$ cat config.mk
export PLATFORM = sky130hd
export DESIGN_NAME = array_sel_sched
export DESIGN_NICKNAME = d
export VERILOG_FILES = /design/src/rtl/array_sel_sched.sv
export SDC_FILE = /design/constraint.sdc
export NUM_CORES = 1
export LEC_CHECK = 0
export ABC_AREA = 1
export ABC_CLOCK_PERIOD_IN_PS = 3700
export BUFFER_PORTS_ARGS = -buffer_cell sky130_fd_sc_hd__buf_4
export CAP_MARGIN = 20
export CORE_ASPECT_RATIO = 0.6
export CORE_UTILIZATION = 30
export DETAILED_ROUTE_END_ITERATION = 16
export PLACE_DENSITY_LB_ADDON = 0.12
export SLEW_MARGIN = 0
export SYNTH_ARGS = -nofsm -noshare
export SYNTH_HDL_FRONTEND = slang
export SYNTH_SLANG_ARGS = --single-unit
$ cat constraint.sdc
create_clock -name clk -period 3.7 [get_ports clk]
set_input_delay 0.185 -clock clk [delete_from_list [all_inputs] [get_ports clk]]
set_output_delay 0.185 -clock clk [all_outputs]
set_load 0.02 [all_outputs]
$ cat src/rtl/array_sel_sched.sv
// array_sel_sched: round-robin scheduler that lends one shared datapath to
// NREQ requesters. The winner's select code is driven onto dp_select, the
// datapath is given SETTLE cycles to settle, its result is captured and held
// as a response until the consumer takes it.
//
// Optional build macro: ARRAY_SEL_SCHED_STATS_EN
//   defined   -> stat_grants counts accepted requests, saturating at 16'hFFFF
//   undefined -> stat_grants is tied to zero
//
// state     | meaning
// ----------+-----------------------------------------------------------
// ST_IDLE   | no transaction; req_ready offers the round-robin winner
// ST_SETTLE | dp_select applied, down-counter running until capture
// ST_RESP   | response held on rsp_* until rsp_valid && rsp_ready

module array_sel_sched #(
    parameter int NREQ   = 4,
    parameter int SETTLE = 2
) (
    input  logic                 clk,
    input  logic                 rst,
    input  logic [NREQ-1:0]      req_valid,
    input  logic [32*NREQ-1:0]   req_sel,
    output logic [NREQ-1:0]      req_ready,
    output logic [31:0]          dp_select,
    input  logic                 dp_logic,
    input  logic [7:0]           dp_vec,
    output logic                 rsp_valid,
    input  logic                 rsp_ready,
    output logic [2:0]           rsp_id,
    output logic                 rsp_logic,
    output logic [7:0]           rsp_vec,
    output logic                 busy,
    output logic [15:0]          stat_grants
);

    typedef enum logic [1:0] {
        ST_IDLE   = 2'd0,
        ST_SETTLE = 2'd1,
        ST_RESP   = 2'd2
    } state_t;

    // Counter is loaded with SETTLE-1 so the capture lands exactly SETTLE
    // edges after the acceptance edge.
    localparam logic [3:0] CNT_LOAD = 4'(SETTLE - 1);
    localparam logic [3:0] NREQ_W   = 4'(NREQ);
    localparam logic [2:0] LAST_IDX = 3'(NREQ - 1);

    state_t      state_q;
    state_t      state_d;
    logic [2:0]  rr_ptr;
    logic [3:0]  cnt;

    logic [7:0]  valid_pad;
    logic [3:0]  scan_idx;
    logic        win_found;
    logic [2:0]  win_idx;
    logic [31:0] win_sel;
    logic [2:0]  rr_next;

    logic        accept;
    logic        capture;
    logic        rsp_done;

    // Zero-extended copy so the scan can index with a fixed 3-bit pointer.
    assign valid_pad = 8'(req_valid);

    // Round-robin search: first valid requester at or above rr_ptr, wrapping.
    always_comb begin
        win_found = 1'b0;
        win_idx   = 3'd0;
        scan_idx  = 4'd0;
        for (int k = 0; k < NREQ; k++) begin
            scan_idx = {1'b0, rr_ptr} + 4'(k);
            if (scan_idx >= NREQ_W) begin
                scan_idx = scan_idx - NREQ_W;
            end
            if (!win_found && valid_pad[scan_idx[2:0]]) begin
                win_found = 1'b1;
                win_idx   = scan_idx[2:0];
            end
        end
    end

    // Mux out the winner's select code.
    always_comb begin
        win_sel = 32'd0;
        for (int k = 0; k < NREQ; k++) begin
            if (3'(k) == win_idx) begin
                win_sel = req_sel[32*k +: 32];
            end
        end
    end

    // One-hot ready, only offered in IDLE and never while reset is asserted.
    always_comb begin
        req_ready = '0;
        for (int k = 0; k < NREQ; k++) begin
            req_ready[k] = (state_q == ST_IDLE) && !rst && win_found &&
                           (3'(k) == win_idx);
        end
    end

    assign accept   = |req_ready;
    assign capture  = (state_q == ST_SETTLE) && (cnt == 4'd0);
    assign rsp_done = (state_q == ST_RESP) && rsp_valid && rsp_ready;
    assign rr_next  = (win_idx == LAST_IDX) ? 3'd0 : win_idx + 3'd1;

    // State register.
    always_ff @(posedge clk) begin
        if (rst) begin
            state_q <= ST_IDLE;
        end else begin
            state_q <= state_d;
        end
    end

    // Next-state decode and status output.
    always_comb begin
        state_d = state_q;
        busy    = (state_q != ST_IDLE);
        case (state_q)
            ST_IDLE: begin
                if (accept) begin
                    state_d = ST_SETTLE;
                end
            end
            ST_SETTLE: begin
                if (cnt == 4'd0) begin
                    state_d = ST_RESP;
                end
            end
            ST_RESP: begin
                if (rsp_valid && rsp_ready) begin
                    state_d = ST_IDLE;
                end
            end
            default: begin
                state_d = ST_IDLE;
            end
        endcase
    end

    // Grant bookkeeping, settle timer and response capture/hold.
    always_ff @(posedge clk) begin
        if (rst) begin
            rr_ptr    <= 3'd0;
            cnt       <= 4'd0;
            dp_select <= 32'd0;
            rsp_valid <= 1'b0;
            rsp_id    <= 3'd0;
            rsp_logic <= 1'b0;
            rsp_vec   <= 8'd0;
        end else begin
            if (accept) begin
                dp_select <= win_sel;
                rsp_id    <= win_idx;
                rr_ptr    <= rr_next;
                cnt       <= CNT_LOAD;
            end
            if (state_q == ST_SETTLE) begin
                if (capture) begin
                    rsp_logic <= dp_logic;
                    rsp_vec   <= dp_vec;
                    rsp_valid <= 1'b1;
                end else begin
                    cnt <= cnt - 4'd1;
                end
            end
            if (rsp_done) begin
                rsp_valid <= 1'b0;
            end
        end
    end

`ifdef ARRAY_SEL_SCHED_STATS_EN
    logic [15:0] grant_cnt;

    // Saturating count of accepted requests.
    always_ff @(posedge clk) begin
        if (rst) begin
            grant_cnt <= 16'd0;
        end else if (accept && (grant_cnt != 16'hFFFF)) begin
            grant_cnt <= grant_cnt + 16'd1;
        end
    end

    assign stat_grants = grant_cnt;
`else
    assign stat_grants = 16'h0000;
`endif

endmodule

### Word level (Yosys, flattened, before mapping)

Index checks and enable logic that the tools add are counted.

* bits of input ports: 144
* output and inout bits: 66
* register bits: 54
* word-level logic and storage cells: 91

* add/subtract/negate cells: 9
* equality and inequality tests: 9
* mux-type cells: 32
* reductions and logical operators: 25
* $lt $le $gt $ge: 8

Operators by type and width (count)
* 32-bit 2-to-1 mux: 4
* 3-bit 2-to-1 mux: 9
* 3-bit by 4-bit less-than comparator with 1-bit output (second input constant): 4
* 1-bit logical AND: 13
* 1-bit binary-select mux with 3-bit select: 4
* 4-bit by 3-bit >= comparator with 1-bit output (second input constant): 3
* 4-bit 2-to-1 mux: 3
* 3-bit subtractor (second input constant): 4
* 3-bit by 2-bit adder with 4-bit output (second input constant): 2
* 1-bit 2-to-1 mux: 8
* 2-bit by 3-bit == test with 1-bit output (first input constant): 2
* 2-bit 2-to-1 mux: 3
* 2-bit case mux with 3 select lines: 1
* 3-bit by 1-bit adder with 4-bit output (second input constant): 1
* 1-bit logical NOT: 4
* 4-bit logical NOT: 1
* 2-bit inequality test (second input constant): 2
* 4-bit OR reduction: 1
* 4-bit by 1-bit subtractor with 4-bit output (second input constant): 1
* 3-bit by 1-bit adder with 3-bit output (second input constant): 1
* 1-bit by 3-bit == test with 1-bit output (first input constant): 1
* 3-bit by 2-bit == test with 1-bit output (second input constant): 1
* 3-bit >= comparator (second input constant): 1
* 3-bit logical NOT: 1
* 8 further kinds: 8

### Longest topological paths before layout

* word-level depth: 20
* gate-level depth with buffers: 25
* mapped depth without buffers: 22

### Worst setup path before layout

Ideal clock, no wire load.

* path kind: reg2reg
* start: reg rr_ptr[0]
* end: reg dp_select[10]
* slack: 0.782 ns
* stages on the path, launching flop included: 24
* arrival: 2.854 ns
* clock period less this slack: 2.918 ns
* data required time: 3.636 ns
* path through: dfxtp_1 buf_4 inv_4 ha_1 inv_1 nand3_1 nand3_1 nand2_1 nor2_1 nand3_1 nand2_1 inv_1 ha_1 clkbuf_1 inv_1 nand2_1 inv_1 clkbuf_1 a22oi_1 o21ai_0 mux2i_1 nand2_1 nand2_1 nor2_1

* word-level cells in the longest chain between the ends: 19
* elaborated cells on any way between the ends: 51
* those cells by class: add/sub: 7; order compare: 4; eq/ne: 3; mux: 24; reduce/logical: 13

RTL lines
* start: declaration: RTL line 51 `logic [2:0] rr_ptr;`
* start signal: assignment: RTL line 158 `rr_ptr <= rr_next;`
* parallel branches: the longest is 13 deep, another holds 3-bit by 1-bit adder with 4-bit output
* 3-bit 2-to-1 mux *: RTL line 78 `if (!win_found && valid_pad[scan_idx[2:0]]) begin`
* named net win_idx[1]: RTL line 57 `logic [2:0] win_idx;`
* 3-bit logical NOT: RTL line 89, 100
* 32-bit 2-to-1 mux (4 in series): RTL line 89 `if (3'(k) == win_idx) begin`
* end signal: assignment: RTL line 156 `dp_select <= win_sel;`
* end: declaration: RTL line 25 `output logic [31:0] dp_select,`

Mark *: on every way through the listed nets, which the timed path passes. The select of a mux whose other input is x is not followed.
A chain may end at the register's enable or synchronous reset.

### Final worst setup path

* start: reg rr_ptr[1]
* end: reg dp_select[9]

The elaborated chain is that of the path after synthesis.

==> parameters.txt <==
Parameter                              Value

GRT
  Total GRT Usage ... 18.2%
  Initial antenna violation count ... 0
  First-pass GRT wire length ... 17600 µm
  Remaining global-route overflow ... 0
  Pin count of the biggest net entering global routing ... 66
  Number of global-route vias before repair ... 3585

Floorplanning
  Starting utilization of the core area ... 30.9%
  Number of ports placed on the die boundary ... 210
  Die Y-Extent ... 85.7 µm
  Area of the core ... 11300 µm²
  Die outline area ... 12100 µm²
  Width of the die ... 141 µm
  FP Rows ... 30

Timing
  Time the worst path needs with I/O delays and setup ... 3.26 ns
  Fin. Hold Viols ... 0
  Accumulated negative setup slack ... 0 ns
  Unrepaired setup endpoints after global routing ... no
  Part of the cycle the worst path needs ... 88.1%
  Max-slew violation count ... 0
  Max transition margin ... 55.2%
  Slack of the critical path ... 0.439 ns
  Clock tree skew after final layout ... 0.0105 ns
  Achievable clock frequency ... 307 MHz
  Final number of setup-violating endpoints ... 0
  Worst-Margin Slew ... 0.671 ns

Routing
  Routed Wire Length ... 11100 µm
  Detail-routed via count per cell ... 4.50
  Routed via count ... 3891
  Final antenna-violating net count ... 0
  Wire length per cell ... 12.9 µm
  Drt drc ... 0
  First DRT Iteration DRCs ... 173
  Number of iterations in the first detailed-routing pass ... 4

Placement
  Final Wtd Congestion ... 0.808
  Placed wire-length estimate after detailed placement ... 8550 µm
  Pre-CTS worst setup slack ... 0.243 ns
  Post-Place Cell Area ... 5010 µm²
  Port bufs ... 193

Finish
  Number of fill cells ... 1218
  Finished Cell Area ... 5180 µm²
  Storage cell area ... 1080 µm²
  Layout cells sized above 1 ... 31.9%
  Number of nets at the end of the flow ... 856
  Number of antenna diodes ... 0
  Top library cells by usage in the layout, fill and taps aside ... buf_4 (200), nand2_1 (132), nor2_1 (105), dfxtp_1 (53), o21ai_0 (45)
  Leading cell type in the layout, fill and taps excluded ... buf_4
  Multi-input logic area ... 2080 µm²
  Layout overhead on the synthesized area ... 48.2%

Setup path
  Crit path capture type ... flop
  Data required time of the critical path ... 3.89 ns
  Arrival time of the worst setup path ... 3.45 ns
  Critical setup path kind ... reg2reg
  Slowest stage cell, crit path ... dfxtp_1
  Critical path, cell by cell ... inv_2, ha_1, inv_1, nand3_1, nand3_1, nor2_1, nand2_1, nand2_1, a21oi_1, nand2_1, inv_1, ha_1, buf_4, o211ai_1, nand2_4, buf_12, nor2_1, nor2_1
  Biggest fanout along the worst timing path ... 54
  Startpoint class of the critical path ... flop
  Maximum single-stage delay on the critical path ... 0.41 ns

Yosys
  Number of flops mapped to enable cells by yosys ... 0
  Synth Cell Area ... 3500 µm²
  Sequential-to-total area share from yosys stat ... 30.9%
  Most used flip-flop cell after synthesis ... dfxtp_1
  Count of yosys warnings during synthesis ... 0
  Number of synthesized register bits ... 54
  Unique cell type count in the Yosys netlist ... 28
  Mean instance size in the synthesized netlist ... 6.60 µm²
  Cells after synthesis ... 530
  Share of flip-flops with an asynchronous set or reset after synthesis ... 0%

Pwr
  Lkg Pwr ... 2.54 nW
  Ratio of total power to cell area ... 961 nW/µm²
  IR drop worst, VDD ... 0.000642 V

Flow run
  Max Cap Viol ... 0

Clock network
  Hold-fix buffer count after cts ... 0
  H-tree depth reported by CTS ... 2
  Clock latency on the worst-skew pair ... 0.30 ns
  Root buffer cell ... clkbuf_16
  Clock tree from TritonCTS ... done
  Buffer depth of the longest clock path ... 2
  CTS sink count ... 54
  Clock transition at path regs ... 0.08 ns
  CTS buffer count ... 5

Run status
  Result of the run ... complete, no violations

Min path
  Worst hold path type ... in2reg
flip-flops by register name, summed over array words and instances, names as in the netlist:
name,count
rsp_logic,1
rr_ptr,3
state_q,2
rsp_vec,8
rsp_id,3
dp_select,32
rsp_valid,1
cnt,4
logic make-up (layout without fill, tap and decap cells):
group,after synthesis,after routing,share of synthesized area (%)
and+or+nand+nor,263,263,29.8
adders and majority gates,8,8,2.86
DFF,54,54,30.9
buffers and inverters,80,240,11.5
muxes,30,30,8.58
xor gates and xnor gates,1,1,0.250
other,1,16,0.107
AOI/OAI and AO/OA,93,93,15.9
what timing repair did:
item / in CTS / in global routing
resized for setup: 0 / 4
buffers inserted: 0 / 1
setup endpoints to repair: 0 / 33
cell usage after synthesis (2+ instances only):
library cell    n  area [µm²]
inv_2           4        15.0
mux2i_1        30         300
nor2_1        105         394
nand3_1        18        90.1
clkbuf_1       24        90.1
buf_6           4        45.0
o21ai_0        45         225
nand2_1       132         495
ha_1            8         100
buf_4          17         128
o211ai_1        2        15.0
a22oi_1        32         240
nand3b_1        3        22.5
dfxtp_1        54        1080
buf_2           6        30.0
a21oi_1        12        60.1
inv_1          23        86.3
routing by layer:
layer  GRT usage (%)  wire length (µm)
met2            31.5              5140
met3            5.97               987
met4            3.52                63
met5               0                 0
met1            22.3              4930
area by class of cell:
cell class / instances / share of cell area, %
sequential: 54 / 20.9
clock buffer: 5 / 2.41
timing repair buffer: 203 / 29.9
clock inverter: 3 / 0.555
inverter: 29 / 2.22
tap: 160 / 3.86
multi-input combinational: 411 / 40.1
per-stage QoR:
stage | instances | total power, mW | hold slack, ns | utilization, %
detailed placement | 856 | 4.50 | 0.400 | 44.2
finish | 865 | 4.98 | 0.0846 | 45.7
global placement | 856 | 4.43 | 0.397 | 44.2
CTS | 864 | 5.00 | 0.0785 | 45.6
floorplan | 545 | 3.54 | 0.293 | -
global route | 865 | 5.55 | 0.0692 | 45.7
report_power, final:
group | switching [mW] | internal, mW | leakage [nW] | total [mW]
Sequential | 0.0959 | 0.764 | 0.444 | 0.860
Combinational | 2.20 | 1.43 | 2.02 | 3.63
Clock | 0.235 | 0.259 | 0.0759 | 0.494
Total | 2.53 | 2.46 | 2.54 | 4.98
critical path: cells and delay by family (launching register included):
kind                     cells  cell delay [ns]
buffers and inverters        5             0.75
AND/OR/NAND/NOR              9             1.08
adder cells (fa/ha/maj)      2             0.56
AO/OA/AOI/OAI                2             0.35
flip-flops                   1             0.41
final timing paths:
| check | start | to | slack (ns) | cells past startpoint |
|---|---|---|---|---|
| hold / removal | rsp_ready | rsp_valid$_SDFFE_PP0P_ | 0.08 | 2 |
| setup reg to reg | rr_ptr[1]$_SDFFE_PP0P_ | dp_select[9]$_SDFFE_PP0P_ | 0.44 | 18 |
| setup / recovery | rr_ptr[1]$_SDFFE_PP0P_ | dp_select[9]$_SDFFE_PP0P_ | 0.44 | 18 |
| hold reg to reg | rsp_id[2]$_SDFFE_PP0P_ | rsp_id[2]$_SDFFE_PP0P_ | 0.45 | 2 |
(Power assumes the default switching activity.)
